===== src/rtl/uart_pkg.sv =====
// Shared constants and types for the UART command-frame controller:
// FSM states, error codes, sync byte and baud-derived timing.
package uart_pkg;

    typedef enum logic [1:0] {
        ST_IDLE = 2'd0,
        ST_ADDR = 2'd1,
        ST_DATA = 2'd2,
        ST_CSUM = 2'd3
    } state_e;

    typedef enum logic [1:0] {
        ERR_NONE    = 2'b00,
        ERR_CSUM    = 2'b01,
        ERR_TIMEOUT = 2'b10
    } err_e;

    localparam logic [7:0] DEFAULT_SYNC_BYTE = 8'hA5;

    // 115200 baud from a 50 MHz clock; a frame may stall for ten bit times
    localparam int HALF_BIT_TICS        = 217;
    localparam int BIT_TICS             = 2 * HALF_BIT_TICS;
    localparam int DEFAULT_TIMEOUT_TICS = 10 * BIT_TICS;

    function automatic logic [7:0] frame_csum(input logic [7:0] addr,
                                              input logic [7:0] data,
                                              input logic [7:0] sync);
        return addr ^ data ^ sync;
    endfunction

endpackage


===== src/rtl/uart_cmd_ctrl_if.sv =====
// Byte-in / register-write-out bundle of the command-frame controller.
// The master side feeds received bytes; the slave side is the controller.
interface uart_cmd_ctrl_if;
    import uart_pkg::*;

    logic [7:0] rx_byte;
    logic       rx_valid;
    logic       wr_en;
    logic [7:0] wr_addr;
    logic [7:0] wr_data;
    logic       busy;
    logic [7:0] err_cnt;
    err_e       last_err;

    modport master (
        output rx_byte, rx_valid,
        input  wr_en, wr_addr, wr_data, busy, err_cnt, last_err
    );

    modport slave (
        input  rx_byte, rx_valid,
        output wr_en, wr_addr, wr_data, busy, err_cnt, last_err
    );

endinterface


===== src/rtl/uart_gap_timer.sv =====
// Inter-byte gap counter: cleared by clr, counts while en, and pulses expire
// on the cycle the count sits at TIMEOUT_TICS-1 without a clear.
module uart_gap_timer #(
    parameter int TIMEOUT_TICS = 4340
) (
    input  logic clk50,
    input  logic rst_n,
    input  logic clr,
    input  logic en,
    output logic expire
);

    localparam int CNT_W = (TIMEOUT_TICS > 1) ? $clog2(TIMEOUT_TICS) : 1;
    localparam logic [CNT_W-1:0] CNT_LAST = CNT_W'(TIMEOUT_TICS - 1);

    logic [CNT_W-1:0] cnt_q, cnt_d;

    // Expiry restarts the count so the next frame starts from zero
    always_comb begin
        expire = en && !clr && (cnt_q == CNT_LAST);
        cnt_d  = cnt_q;
        if (clr || expire) begin
            cnt_d = '0;
        end else if (en) begin
            cnt_d = cnt_q + CNT_W'(1);
        end
    end

    always_ff @(posedge clk50 or negedge rst_n) begin
        if (!rst_n) begin
            cnt_q <= '0;
        end else begin
            cnt_q <= cnt_d;
        end
    end

endmodule


===== src/rtl/uart_cmd_ctrl.sv =====
// Parses sync/addr/data/checksum frames from the serial receiver and turns
// each valid one into a single-cycle register write; bad frames are counted.
module uart_cmd_ctrl
    import uart_pkg::*;
#(
    parameter int         TIMEOUT_TICS = DEFAULT_TIMEOUT_TICS,
    parameter logic [7:0] SYNC_BYTE    = DEFAULT_SYNC_BYTE
) (
    input  logic            clk50,
    input  logic            rst_n,
    uart_cmd_ctrl_if.slave  bus
);

    state_e     state_q, state_d;
    logic [7:0] addr_q, addr_d;
    logic [7:0] data_q, data_d;
    logic       wr_en_q, wr_en_d;
    logic [7:0] wr_addr_q, wr_addr_d;
    logic [7:0] wr_data_q, wr_data_d;
    logic [7:0] err_cnt_q, err_cnt_d;
    err_e       last_err_q, last_err_d;

    logic       expire;
    logic       drop;
    err_e       drop_code;

    uart_gap_timer #(
        .TIMEOUT_TICS (TIMEOUT_TICS)
    ) u_gap_timer (
        .clk50  (clk50),
        .rst_n  (rst_n),
        .clr    (bus.rx_valid),
        .en     (state_q != ST_IDLE),
        .expire (expire)
    );

    // A byte arriving on the expiry cycle wins because expire excludes rx_valid
    always_comb begin
        state_d    = state_q;
        addr_d     = addr_q;
        data_d     = data_q;
        wr_en_d    = 1'b0;
        wr_addr_d  = wr_addr_q;
        wr_data_d  = wr_data_q;
        err_cnt_d  = err_cnt_q;
        last_err_d = last_err_q;
        drop       = 1'b0;
        drop_code  = ERR_NONE;

        case (state_q)
            ST_IDLE: begin
                if (bus.rx_valid && bus.rx_byte == SYNC_BYTE) begin
                    state_d = ST_ADDR;
                end
            end
            ST_ADDR: begin
                if (bus.rx_valid) begin
                    addr_d  = bus.rx_byte;
                    state_d = ST_DATA;
                end
            end
            ST_DATA: begin
                if (bus.rx_valid) begin
                    data_d  = bus.rx_byte;
                    state_d = ST_CSUM;
                end
            end
            ST_CSUM: begin
                if (bus.rx_valid) begin
                    state_d = ST_IDLE;
                    if (bus.rx_byte == frame_csum(addr_q, data_q, SYNC_BYTE)) begin
                        wr_en_d   = 1'b1;
                        wr_addr_d = addr_q;
                        wr_data_d = data_q;
                    end else begin
                        drop      = 1'b1;
                        drop_code = ERR_CSUM;
                    end
                end
            end
            default: state_d = ST_IDLE;
        endcase

        if (expire) begin
            state_d   = ST_IDLE;
            drop      = 1'b1;
            drop_code = ERR_TIMEOUT;
        end

        if (drop) begin
            last_err_d = drop_code;
            if (err_cnt_q != 8'hFF) begin
                err_cnt_d = err_cnt_q + 8'd1;
            end
        end
    end

    always_ff @(posedge clk50 or negedge rst_n) begin
        if (!rst_n) begin
            state_q    <= ST_IDLE;
            addr_q     <= '0;
            data_q     <= '0;
            wr_en_q    <= 1'b0;
            wr_addr_q  <= '0;
            wr_data_q  <= '0;
            err_cnt_q  <= '0;
            last_err_q <= ERR_NONE;
        end else begin
            state_q    <= state_d;
            addr_q     <= addr_d;
            data_q     <= data_d;
            wr_en_q    <= wr_en_d;
            wr_addr_q  <= wr_addr_d;
            wr_data_q  <= wr_data_d;
            err_cnt_q  <= err_cnt_d;
            last_err_q <= last_err_d;
        end
    end

    assign bus.wr_en    = wr_en_q;
    assign bus.wr_addr  = wr_addr_q;
    assign bus.wr_data  = wr_data_q;
    assign bus.busy     = (state_q != ST_IDLE);
    assign bus.err_cnt  = err_cnt_q;
    assign bus.last_err = last_err_q;

endmodule


===== src/flat_wrapper.sv =====
// flat-port wrapper written by rule: the top's interface ports become plain ports
module uart_cmd_ctrl_flat import uart_pkg::*;
#(
    parameter int         TIMEOUT_TICS = DEFAULT_TIMEOUT_TICS,
    parameter logic [7:0] SYNC_BYTE    = DEFAULT_SYNC_BYTE
)
  (clk50, rst_n, bus_rx_byte, bus_rx_valid, bus_wr_en, bus_wr_addr, bus_wr_data, bus_busy, bus_err_cnt, bus_last_err);
  uart_cmd_ctrl_if bus_i ();
  input  logic clk50;
  input  logic rst_n;
  input wire logic [$bits(bus_i.rx_byte)-1:0] bus_rx_byte;
  input wire logic [$bits(bus_i.rx_valid)-1:0] bus_rx_valid;
  output wire logic [$bits(bus_i.wr_en)-1:0] bus_wr_en;
  output wire logic [$bits(bus_i.wr_addr)-1:0] bus_wr_addr;
  output wire logic [$bits(bus_i.wr_data)-1:0] bus_wr_data;
  output wire logic [$bits(bus_i.busy)-1:0] bus_busy;
  output wire logic [$bits(bus_i.err_cnt)-1:0] bus_err_cnt;
  output wire logic [$bits(bus_i.last_err)-1:0] bus_last_err;
  assign bus_i.rx_byte = bus_rx_byte;
  assign bus_i.rx_valid = bus_rx_valid;
  assign bus_wr_en = bus_i.wr_en;
  assign bus_wr_addr = bus_i.wr_addr;
  assign bus_wr_data = bus_i.wr_data;
  assign bus_busy = bus_i.busy;
  assign bus_err_cnt = bus_i.err_cnt;
  assign bus_last_err = bus_i.last_err;
  uart_cmd_ctrl #(.TIMEOUT_TICS(TIMEOUT_TICS), .SYNC_BYTE(SYNC_BYTE)) u_core (.clk50(clk50), .rst_n(rst_n), .bus(bus_i));
endmodule

===== config.mk =====
export PLATFORM = sky130hd
export DESIGN_NAME = uart_cmd_ctrl_flat
export DESIGN_NICKNAME = d
export VERILOG_FILES = /design/src/rtl/uart_pkg.sv /design/src/rtl/uart_cmd_ctrl_if.sv /design/src/rtl/uart_gap_timer.sv /design/src/rtl/uart_cmd_ctrl.sv /design/src/flat_wrapper.sv
export SDC_FILE = /design/constraint.sdc
export NUM_CORES = 1
export LEC_CHECK = 0
export ABC_AREA = 1
export BUFFER_PORTS_ARGS = -buffer_cell sky130_fd_sc_hd__buf_4
export CAP_MARGIN = 20
export CELL_PAD_IN_SITES_DETAIL_PLACEMENT = 0
export CELL_PAD_IN_SITES_GLOBAL_PLACEMENT = 1
export CORE_MARGIN = 1
export CORE_UTILIZATION = 41
export DETAILED_ROUTE_END_ITERATION = 8
export PLACE_DENSITY = 0.84
export SLEW_MARGIN = 20
export SYNTH_ARGS = -nofsm -noshare
export SYNTH_HDL_FRONTEND = slang
export SYNTH_SLANG_ARGS = --single-unit

===== constraint.sdc =====
create_clock -name clk50 -period 1.9 [get_ports clk50]
set_input_delay 0.38 -clock clk50 [delete_from_list [all_inputs] [get_ports clk50]]
set_output_delay 0.38 -clock clk50 [all_outputs]
set_load 0.05 [all_outputs]

== Yosys cells after proc, flatten, opt, wreduce, memory -nomap -nowiden ==
Index checks and enable logic that the tools add are counted.

* Bits in registers: 58
* Input port bits: 11
* Output and inout port bits: 28
* Word-level logic and storage cells: 56

* $add $sub $neg: 2
* Equality and inequality tests: 11
* Multiplexer cells: 19
* Bitwise operators: 2
* Reductions and logical operators: 13

{| class="wikitable"
|+ Operators by type and width
! kind !! number
|-
| $mux W13 || 2
|-
| $mux W2 || 8
|-
| $add A13 B1 Y13 const B || 1
|-
| $eq A13 B13 Y1 const B || 1
|-
| $ne A3 B2 Y1 const B || 3
|-
| $add A8 B1 Y8 const B || 1
|-
| $eq A8 B8 Y1 || 1
|-
| $eq A8 B8 Y1 const B || 1
|-
| $mux W1 || 8
|-
| $ne A8 B8 Y1 const B || 1
|-
| $pmux W2 S4 || 1
|-
| $xor A8 B8 Y8 || 1
|-
| $reduce_and A2 Y1 || 3
|-
| $eq A2 B2 Y1 const B || 2
|-
| $not A4 Y4 || 1
|-
| $reduce_and A4 Y1 || 1
|-
| $reduce_bool A2 Y1 || 2
|-
| $logic_and A1 B1 Y1 || 3
|-
| $ne A3 B1 Y1 const B || 1
|-
| $reduce_and A3 Y1 || 1
|-
| $eq A2 B1 Y1 const B || 1
|-
| $logic_not A2 Y1 || 1
|-
| $logic_not A1 Y1 || 1
|-
| $logic_or A1 B1 Y1 || 1
|}

== Logic depth before layout (Yosys ltp) ==
Gate-level depths: netlist (run 1).

* Word-level depth: 8
* Depth in mapped cells: 13
* Gate-level depth less buffers: 13

== Cells and area by module ==
From an unflattened synthesis (run 1), not the netlist that was laid out.

* Cell total of the unflattened synthesis: 386
* Area total of the unflattened synthesis: 3061.7 um^2

{| class="wikitable"
|+ By module, submodules not included
! module !! times used !! cells each !! area each (um^2) !! seq. area each (um^2)
|-
| uart_cmd_ctrl || 1 || 271 || 2212.1 || 1126.1
|-
| uart_gap_timer || 1 || 115 || 849.6 || 325.3
|}

== Least setup slack after synthesis (run 1) ==
Ideal clock, no wire load.

* Path type: register to register
* Start point: register u_core.err_cnt_q[0], in the netlist u_core.bus.err_cnt[0]
* End point: register u_core.err_cnt_q[6], in the netlist u_core.bus.err_cnt[6]
* Setup time: 66 ps
* Arrival time: 1739 ps
* Required time: 1834 ps
* Path slack: 95 ps
* Stages on the path, launching flop included: 8
* Path buffers: 0
* Clock period less this slack: 1805 ps
* Cells stage by stage: dfrtp_1 -> ha_1 -> nand2_1 -> nor2_1 -> nand3_1 -> nand2_4 -> nand2_1 -> nand2_1

* Cells in the longest elaborated chain, start to end: 2
* Elaborated cells on any way between the ends: 3
* Classes of those cells: 1 x add/sub; 1 x eq/ne; 1 x reduce/logical

{| class="wikitable"
|+ Ends and longest elaborated chain
! item !! line !! RTL
|-
| start: declaration || uart_cmd_ctrl.sv:20 || <nowiki>logic [7:0] err_cnt_q, err_cnt_d;</nowiki>
|-
| start signal: assignment || uart_cmd_ctrl.sv:115 || <nowiki>err_cnt_q <= err_cnt_d;</nowiki>
|-
| branches (longest 2 deep; another with $add A8 B1 Y8) || -- ||
|}

Several ways; the timed one is not identified.
A chain may end at the register's enable or synchronous reset.

== Final worst setup path (run 1) ==
* Start point: register u_core.state_q[0]
* End point: output bus_busy

* Cells in the longest elaborated chain, start to end: 1

{| class="wikitable"
|+ Ends and longest elaborated chain
! item !! line !! RTL
|-
| start: declaration || uart_cmd_ctrl.sv:14 || <nowiki>state_e state_q, state_d;</nowiki>
|-
| start signal: assignment || uart_cmd_ctrl.sv:109 || <nowiki>state_q <= state_d;</nowiki>
|-
| $reduce_bool A2 Y1 || uart_cmd_ctrl.sv:123 || <nowiki>assign bus.busy = (state_q != ST_IDLE);</nowiki>
|-
| end: declaration || flat_wrapper.sv:16 || <nowiki>output wire logic [$bits(bus_i.busy)-1:0] bus_busy;</nowiki>
|}

Every way passes these cells.

==> metrics.yaml, run 1 <==
final_util_pct: 51.7
swShare_pct: 37.5
tightest_slew_ps: 724
yosysWarnings: 0
comb_power_share_pct: 32.5
highest_layer: "met4"
path_cells: "inv_1 > ha_2 > inv_1 > buf_4"
via_per_inst: 4.76
post_synth_xor_area_fraction_pct: 2.10
r2r-end: "u_core.u_gap_timer.cnt_q[6]"
synth_cell_types: 27
power_frac_seq_pct: 39.2
met1_length_microns: 2650
wirelength_microns: 5720
p_int_mw: 2.76
max_freq_mhz: 561
clkTransAtPathRegs_ps: 70
drt_iter0_drc: 128
rsz0062_at_grt: "no"
grt_max_degree: 59
area_growth_syn_to_layout_pct: 21.1
path_max_fanout: 7
nFillCells: 700
fin_skew_ps: 8.17
finalSetupViolCount: 0
num_antenna_cells: 0
hpwlAfterDp_microns: 4100
first_global_vias: 2306
synth-seq-cells: 58
syn_nets: 376
max-cap-violations: 0
fin_area_sq_mm: 0.00353
clockPowerShare_pct: 28.3
relSlewSlack_pct: 51.7
ctsLongestPathBuffers: 2
min_path_type: "in2async"
critPathLaunchType: "flip-flop"
cp_common_cell: "inv_1"
cts_resized: 0
cpPeakStageDelay_ps: 410
synthMuxAreaShare_pct: 0
hold_viol: 0
insertion_delay_ps: 330
grt_first_pass_wirelength_microns: 10100
initial_utilization_pct: 42.7
nNetsFinal: 422
die_w_microns: 86.3
r2r-start: "u_core.state_q[0]"
antenna_found_initial: 0
netlist_area_sq_mm: 0.00292
drive_gt1_share_pct: 18.0
wl_met2_microns: 2770
top_level_ports: 39
die_area_sq_mm: 0.00745
timing.final.crit_period_ps: 1780
globalplace.congestion: 0.822
leakage_nw: 1.82
worst-setup-path-type: "reg2out"
dpl.cell_count: 490
reg2reg_depth: 8
ir_drop_mv: 0.659
end_kind: "primary output"
numCtsBuffers: 9
finalNonFillerCells: 506
core_sq_mm: 0.00683
period_share_pct: 93.7
critical_path_arrival_ps: 1400
h-tree-depth: 3
synth_top_family_by_area: "simple AND/OR/NAND/NOR gates"
cts_num_sinks: 58
post_cts_buffers: 0
avgSynthCellArea_sq_um: 8.12
status: "finished clean"
tns_ps: 0
cts_root_buf: "clkbuf_8"
met3_length_microns: 255
drv_slew: 0
critical-path-slowest-cell: "dfrtp_1"
ys_seq_area_share_pct: 49.8
grt_use_total_pct: 17.4
portBuffers: 38
cts_tree: "yes"
synth_compound_area_share_pct: 10.8
synthSimpleGateAreaFrac_pct: 27.2
p_sw_mw: 1.66
r2r_slack_ps: 190
grt_overflow: 0
drc: 0
power_density_mw_per_mm2: 1250
drtAntennaViolNets: 0
first_pass_iters: 4
core.rowCount: 30
yosys.area_share.adder_pct: 2.57
die_y_microns: 86.3
postPlaceCellArea_sq_mm: 0.00331
dr_total_vias: 2410
cts_hold_buf: 0
synth_cells: 359
wl_per_cell_microns: 11.3
worstPathRequired_ps: 1520
-- layer usage --
layer,track usage (%),vias to the layer above
met1,21.4,1118
met4,7.12,0
met2,29.0,46
li1,-,1242
met3,4.86,4
met5,0,-
-- cell usage in the layout, fill, tap and decap left out, types with 4 or more instances in the layout --
master and count:
nand2_1 113, dfrtp_1 58, inv_1 43, buf_4 40, nand3_1 26, o21ai_0 26, nor2_1 16, o21a_1 15
clkbuf_8 10, nand2_2 8, nor3_1 7, a21oi_1 7, xor2_1 6, nand4_1 5, ha_1 5, inv_2 4
-- cell usage after synthesis --
| library cell | number | share of area (%) |
|---|---|---|
| nor2_2 | 1 | 0.21 |
| nand2_2 | 8 | 1.7 |
| nand3_1 | 26 | 4.5 |
| nand2_1 | 113 | 15 |
| nand4_1 | 5 | 1.1 |
| o21a_1 | 15 | 3.9 |
| inv_1 | 43 | 5.5 |
| o31ai_1 | 1 | 0.26 |
| nand3b_1 | 2 | 0.51 |
| a21oi_1 | 7 | 1.2 |
| a31oi_1 | 1 | 0.21 |
| a21oi_2 | 1 | 0.30 |
| buf_2 | 1 | 0.17 |
| clkbuf_1 | 2 | 0.26 |
| buf_6 | 3 | 1.2 |
| xnor2_1 | 1 | 0.30 |
| dfrtp_1 | 58 | 50 |
| a2bb2oi_1 | 1 | 0.30 |
| ha_1 | 6 | 2.6 |
| o21ai_0 | 27 | 4.6 |
| nor2_1 | 16 | 2.1 |
| nor2_4 | 1 | 0.39 |
| nand2_4 | 2 | 0.77 |
| and3_1 | 1 | 0.21 |
| xor2_1 | 6 | 1.8 |
| nor3_1 | 7 | 1.2 |
| inv_2 | 4 | 0.51 |
-- sequential cells by signal, indices dropped and copies added (netlist names) --
signal	cells
u_core.state_q	2
u_core.u_gap_timer.cnt_q	13
u_core.bus.wr_en	1
u_core.addr_q	8
u_core.bus.err_cnt	8
u_core.bus.last_err	2
u_core.bus.wr_addr	8
u_core.data_q	8
u_core.bus.wr_data	8
-- worst max-delay path, delay by kind of cell, from the launching register on --
family / cells / cell delay (ps)
flops: 1 / 410
fa+ha+maj: 1 / 260
buf+inv: 3 / 400
-- final cells by class --
type / count / area [sq um] / area share, %
sequential: 58 / 1450 / 41.1
clock inverter: 5 / 77.6 / 2.20
multi-input combinational: 248 / 1240 / 35.2
tap: 96 / 120 / 3.40
clock buffer: 11 / 141 / 4.00
timing repair buffer: 41 / 320 / 9.07
inverter: 47 / 176 / 4.99
-- power groups by stage --
stage / sequential, mW / combinational [mW] / clock, mW
after floorplan: 1.92 / 0.875 / 0
after global placement: 1.75 / 1.42 / 0
after detailed placement: 1.75 / 1.45 / 0
after CTS: 1.73 / 1.45 / 1.29
after global routing: 1.78 / 1.67 / 1.33
final: 1.73 / 1.44 / 1.25
-- how the worst max path moves through the flow --
stage | start | end | cells after the start | slack [ps]
final | u_core.state_q[0] | bus_busy | 4 | 120
after global routing | u_core.state_q[0] | u_core.u_gap_timer.cnt_q[7] | 8 | 6
after CTS | u_core.state_q[0] | bus_busy | 4 | 8
after detailed placement | u_core.state_q[0] | u_core.u_gap_timer.cnt_q[6] | 8 | 140
after global placement | bus_rx_byte[3] | u_core.bus.wr_data[0] | 13 | 190
after floorplan | u_core.bus.err_cnt[0] | u_core.bus.err_cnt[6] | 7 | 100
-- cells by family after synthesis --
group,count (synthesis)
adder cells (fa/ha/maj),6
buffers and inverters,53
flip-flops,58
XOR/XNOR,7
AND/OR/NAND/NOR,182
AO/OA/AOI/OAI,53
-- metrics by stage --
stage	hold WS [ps]	setup slack (ps)	power, mW
after floorplan	84.4	95.4	2.80
after global placement	465	187	3.17
after detailed placement	468	137	3.20
after CTS	123	7.96	4.48
after global routing	166	6.40	4.78
final	103	119	4.42
(Power assumes the default switching activity.)
==> run 2, diff against run 1 <==
Settings changed: CORE_UTILIZATION 41 to 43, PLACE_DENSITY 0.84 to 0.87, SYNTH_HIERARCHICAL set to 1.
==> metrics.yaml, run 2 <==
max-cap-violations: 0  # unchanged
timing.final.crit_period_ps: 1800  # +15.1 ps
critPathLaunchType: "flip-flop"
p_sw_mw: 1.71  # +3.3%
finalSetupViolCount: 0  # unchanged
drc: 0  # unchanged
relSlewSlack_pct: 52.1  # +0.40 points
wirelength_microns: 6220  # +8.8%
first_pass_iters: 4  # unchanged
critical_path_arrival_ps: 1420  # +20 ps
p_int_mw: 2.63  # -4.9%
tightest_slew_ps: 718  # -6.06 ps
cp_common_cell: "buf_6"
top_register: "u_core/u_gap_timer/cnt_q"
yosysWarnings: 6  # +6
cts_num_sinks: 58  # unchanged
core.rowCount: 30  # unchanged
comb_power_share_pct: 36.2  # +3.7 points
yosysTopAreaCell: "dfrtp_1"
ys_seq_area_share_pct: 47.4  # -2.4 points
seqCellArea_sq_mm: 0.00145  # unchanged
syn_nets: 403  # +7.2%
portBuffers: 38  # unchanged
die_area_sq_mm: 0.00746  # about the same
die_w_microns: 86.4  # about the same
swShare_pct: 39.5  # +2.0 points
clockPowerShare_pct: 24.2  # -4.1 points
area_growth_syn_to_layout_pct: 19.5
reg2reg_depth: 12  # +4
core_sq_mm: 0.00683  # unchanged
synth.top_cells.by_count: "129 x nand2_1, 58 x dfrtp_1, 46 x inv_1, 29 x nand3_1, 19 x o21ai_0"
netlist_area_sq_mm: 0.00306  # +5.0%
worst-setup-path-type: "reg2out"
synth-main-ff-cell: "dfrtp_1"
largest_register_ff_count: 13  # unchanged
numCtsBuffers: 9  # unchanged
yosysTopAreaCellShare_pct: 47.4  # -2.4 points
min_path_type: "in2async"
r2r_slack_ps: 200  # about the same
ir_drop_mv: 1.10  # +67%
rsz0062_at_grt: "no"
final_common_cell: "nand2_1"
fin_skew_ps: 7.18  # -0.988 ps
clkTransAtPathRegs_ps: 60  # about the same
insertion_delay_ps: 330  # about the same
nNetsFinal: 453  # +7.3%
initial_utilization_pct: 44.8  # +2.1 points
wl_per_cell_microns: 11.6  # +2.9%
worstPathRequired_ps: 1520  # about the same
synth_cell_types: 27  # unchanged
cpPeakStageDelay_ps: 390  # -20 ps
path_max_fanout: 8  # +1
period_share_pct: 94.5  # +0.80 points
num_antenna_cells: 0  # unchanged
dr_total_vias: 2520  # +4.6%
fin_area_sq_mm: 0.00366  # +3.5%
p_total_mw: 4.34  # -1.8%
ctsLongestPathBuffers: 2  # unchanged
leakage_nw: 1.90  # +4.8%
synth_cells: 386  # +7.5%
globalplace.congestion: 0.827  # +0.65%
drive_gt1_share_pct: 23.7  # +5.6 points
first_global_vias: 2326  # +0.87%
postPlaceCellArea_sq_mm: 0.00345  # +4.3%
h-tree-depth: 3  # unchanged
multiInputGateArea_sq_mm: 0.00137  # +9.6%
antenna_found_initial: 0  # unchanged
synth_edf_count: 0  # unchanged
path_cells: "inv_2 > ha_2 > clkinvlp_4 > buf_6 > buf_6"
synth-async-reset-ratio_pct: 100  # unchanged
max_freq_mhz: 557  # -0.84%
yosys-top-cells-area: "dfrtp_1 47%, nand2_1 16%, inv_1 5.6%"
grt_use_total_pct: 18.6  # +1.1 points
cts_root_buf: "clkbuf_8"
drv_slew: 0  # unchanged
power_density_mw_per_mm2: 1190  # -5.2%
avgSynthCellArea_sq_um: 7.93  # -2.4%
hold_viol: 0  # unchanged
drtAntennaViolNets: 0  # unchanged
yosysMostFrequentCell: "nand2_1"
cts_tree: "yes"
drt_iter0_drc: 123  # -3.9%
status: "finished clean"
critical-path-slowest-cell: "dfrtp_1"
layout_common_cells: "129 x nand2_1, 58 x dfrtp_1, 43 x buf_4, 43 x inv_1, 29 x nand3_1"
die_y_microns: 86.4  # about the same
hpwlAfterDp_microns: 4320  # +5.2%
grt_max_degree: 59  # unchanged
power_frac_seq_pct: 39.6  # +0.4 points
cts_hold_buf: 0  # unchanged
top_level_ports: 39  # unchanged
end_kind: "primary output"
synth-seq-cells: 58  # unchanged
grt_overflow: 0  # unchanged
via_per_inst: 4.71  # -1.1%
nFillCells: 669  # -4.4%
grt_first_pass_wirelength_microns: 10700  # +5.2%
run 2: changes by cell type after synthesis, sizes merged, moves of 2 or more:
| cell | change |
|---|---|
| a21oi | -6 |
| o21ai | +9 |
| nor4 | +2 |
| nand2 | +18 |
| o21a | -15 |
| nand3 | +4 |
| nand3b | -2 |
| nor2 | +11 |
| inv | +6 |
| nor3 | -3 |
| nand4 | +2 |
| xnor2 | +2 |
run 2: metal layers:
layer	part of all wire [%]	GRT usage (%)	vias to the layer above
met1	49	25.3	1159
li1	-	-	1313
met5	0	0	-
met4	1.3	9.39	0
met2	46	27.8	41
met3	3.5	4.19	7
run 2: layout make-up:
cell class	instances	area share, %
tap	96	3.28
sequential	58	39.7
clock inverter	4	1.23
clock buffer	10	3.49
multi-input combinational	269	37.3
timing repair buffer	45	9.44
inverter	53	5.54
run 2: cell families after synthesis:
group / Yosys count / share of synthesized area (%)
flip-flops: 58 / 47.4
AND/OR/NAND/NOR: 215 / 32.0
adder cells (fa/ha/maj): 6 / 2.45
buffers and inverters: 59 / 8.09
AO/OA/AOI/OAI: 39 / 7.52
XOR/XNOR: 9 / 2.57
run 2: stage by stage:
stage	TNS [ps]	util (%)	hold slack, ps	std cells	setup slack, ps
3_3_place_gp	0	50.5	466	518	207
6_report	0	53.5	106	535	104
3_5_place_dp	0	50.5	472	518	125
2_1_floorplan	-2.46	-	84.4	386	-1.82
4_1_cts	0	53.2	141	533	5.84
5_1_grt	0	53.5	164	535	15.7
run 2: critical path, delay by kind of cell (launching register included):
| kind | cells | cell delay (ps) |
|---|---|---|
| adders and majority gates | 1 | 190 |
| DFF | 1 | 390 |
| buffers and inverters | 4 | 510 |
run 2: worst paths after layout:
path,startpoint,endpoint
hold reg to reg,u_core/bus.wr_data[0],u_core/bus.wr_data[0]
setup / recovery,u_core/state_q[0],bus_busy
max in group asynchronous,rst_n,u_core/u_gap_timer/cnt_q[7]
min in group clk50,bus_rx_byte[4],u_core/data_q[4]
setup reg to reg,u_core/u_gap_timer/cnt_q[1],u_core/bus.err_cnt[1]
hold / removal,rst_n,u_core/bus.wr_data[6]
run 2: power by group through the flow:
stage | registers, mW | clock network [mW] | logic [mW]
after global routing | 1.76 | 1.15 | 1.77
after global placement | 1.73 | 0 | 1.46
final | 1.72 | 1.05 | 1.57
after CTS | 1.72 | 1.08 | 1.52
after floorplan | 1.86 | 0 | 0.983
after detailed placement | 1.75 | 0 | 1.49
run 2: repair_timing:
action / 4_1_cts / 5_1_grt
buffers inserted: 1 / 2
endpoints found under the hold margin: 0 / 0
gates resized for setup: 3 / 2
setup endpoints to repair: 1 / 1
==> run 3, diff against run 2 <==
Settings changed: RECOVER_POWER set to 50.
==> metrics.yaml, run 3 (synthesis results as in run 2) <==
swShare_pct: 39.4  # -0.090 points
dr_total_vias: 2546  # +1.0%
dp_slack_ps: 125  # unchanged
drt_iter0_drc: 111  # -9.8%
crit_family: "buffers and inverters"
timing.final.crit_period_ps: 1790  # -4.00 ps
drv_slew: 0  # unchanged
insertion_delay_ps: 330  # about the same
core_sq_mm: 0.00683  # unchanged
cp_common_cell: "buf_6"
drive_gt1_share_pct: 20.5  # -3.2 points
num_antenna_cells: 0  # unchanged
ir_drop_mv: 1.10  # -0.41%
min_path_type: "in2reg"
drc: 0  # unchanged
numCtsBuffers: 9  # unchanged
tns_ps: 0  # unchanged
layout_common_cells: "129 x nand2_1, 58 x dfrtp_1, 43 x inv_1"
tightest_slew_ps: 1440  # +720 ps
finalNonFillerCells: 535  # unchanged
antenna_found_initial: 0  # unchanged
grt_overflow: 0  # unchanged
leakage_nw: 1.84  # -3.2%
ctsLongestPathBuffers: 2  # unchanged
dpl.cell_count: 518  # unchanged
end_kind: "primary output"
cpPeakStageDelay_ps: 390  # about the same
comb_power_share_pct: 36.2  # about the same
via_per_inst: 4.76  # +1.0%
status: "finished clean"
setup_ws_ps: 108  # +4.00 ps
power_density_mw_per_mm2: 1200  # +1.1%
top_register: "u_core/u_gap_timer/cnt_q"
die_y_microns: 86.4  # unchanged
worst-path-buf-inv: 4  # unchanged
nNetsFinal: 453  # unchanged
final_common_cell: "nand2_1"
p_int_mw: 2.62  # -0.23%
clockPowerShare_pct: 24.1  # about the same
top_level_ports: 39  # unchanged
hold_viol: 0  # unchanged
first_pass_iters: 5  # +1
hpwlAfterDp_microns: 4320  # unchanged
relSlewSlack_pct: 4.15  # -48 points
fin_skew_ps: 8.50  # +1.32 ps
cts_root_buf: "clkbuf_8"
fin_area_sq_mm: 0.00360  # -1.5%
h-tree-depth: 3  # unchanged
critPathLaunchType: "flip-flop"
max_freq_mhz: 558  # +0.22%
grt_use_total_pct: 18.6  # unchanged
worstPathRequired_ps: 1520  # about the same
area_growth_syn_to_layout_pct: 17.7
wirelength_microns: 6190  # -0.53%
period_share_pct: 94.3  # -0.21 points
grt_max_degree: 59  # unchanged
critical_path_arrival_ps: 1410  # about the same
rsz0062_at_grt: "no"
drtAntennaViolNets: 0  # unchanged
max-cap-violations: 0  # unchanged
p_total_mw: 4.33  # -0.38%
final_util_pct: 52.7  # -0.81 points
cts_tree: "yes"
portBuffers: 38  # unchanged
finalSetupViolCount: 0  # unchanged
p_sw_mw: 1.70  # -0.61%
postPlaceCellArea_sq_mm: 0.00345  # unchanged
die_area_sq_mm: 0.00746  # unchanged
die_w_microns: 86.4  # unchanged
clkTransAtPathRegs_ps: 60  # about the same
cts_num_sinks: 58  # unchanged
path_cells: "inv_2 > ha_2 > clkinvlp_4 > buf_6 > buf_6"
grt_first_pass_wirelength_microns: 10700  # unchanged
r2r_slack_ps: 200  # about the same
wl_per_cell_microns: 11.6  # -0.53%
core.rowCount: 30  # unchanged
cts_hold_buf: 0  # unchanged
power_frac_seq_pct: 39.8  # +0.2 points
first_global_vias: 2326  # unchanged
worst-setup-path-type: "reg2out"
hold_ws_ps: 368  # +261 ps
critical-path-slowest-cell: "dfrtp_1"
path_max_fanout: 8  # unchanged
globalplace.congestion: 0.827  # unchanged
initial_utilization_pct: 44.8  # unchanged
largest_register_ff_count: 13  # unchanged
-- run 3: changes by cell type in the layout (fill, tap and decap cells not counted), sizes merged --
cell    delta
buf       -15
clkbuf    +15
-- run 3: power by group through the flow --
stage                     combinational (mW)  sequential [mW]  clock (mW)
final                                   1.56             1.72        1.04
after global routing                    1.76             1.76        1.15
after CTS                               1.52             1.72        1.08
after detailed placement                1.49             1.75           0
after global placement                  1.46             1.73           0
after floorplan                        0.983             1.86           0
-- run 3: worst paths after layout --
kind | startpoint | to | depth (start not counted)
min | bus_rx_byte[4] | u_core/data_q[4] | 3
max reg2reg | u_core/u_gap_timer/cnt_q[1] | u_core/bus.err_cnt[1] | 12
max | u_core/state_q[0] | bus_busy | 5
min in group asynchronous | rst_n | u_core/bus.wr_data[6] | 1
min reg2reg | u_core/bus.wr_data[0] | u_core/bus.wr_data[0] | 2
max in group asynchronous | rst_n | u_core/u_gap_timer/cnt_q[7] | 1
-- run 3: per-layer routing --
layer	track usage, %	vias up	wire length, microns	share of wire, %
li1	-	1315	-	-
met1	25.3	1168	3070	50
met2	27.8	54	2820	46
met3	4.19	9	229	3.7
met4	9.39	0	71	1.1
met5	0	-	0	0
-- run 3: layout make-up --
class | instances | area, sq um
multi-input combinational | 269 | 1370
sequential | 58 | 1450
clock inverter | 4 | 45.0
fill | 681 | 3230
tap | 96 | 120
timing repair buffer | 45 | 290
clock buffer | 10 | 128
inverter | 53 | 203
-- run 3: worst register-to-register path, cell delays in order, from the launching register on --
cell     delay, ps
dfrtp_1        380
ha_1           230
nand2_1         70
inv_1           70
nand2_1         50
nor2_1         140
nand2_2         90
inv_1           80
inv_1          100
nand2_4        160
nand2_4         90
nand2_1         80
nand2_1         50
-- run 3: timing repair --
item                                    in CTS  in global routing
gates resized for setup                      3                  2
endpoints found under the setup margin       1                  1
buffers inserted                             1                  2
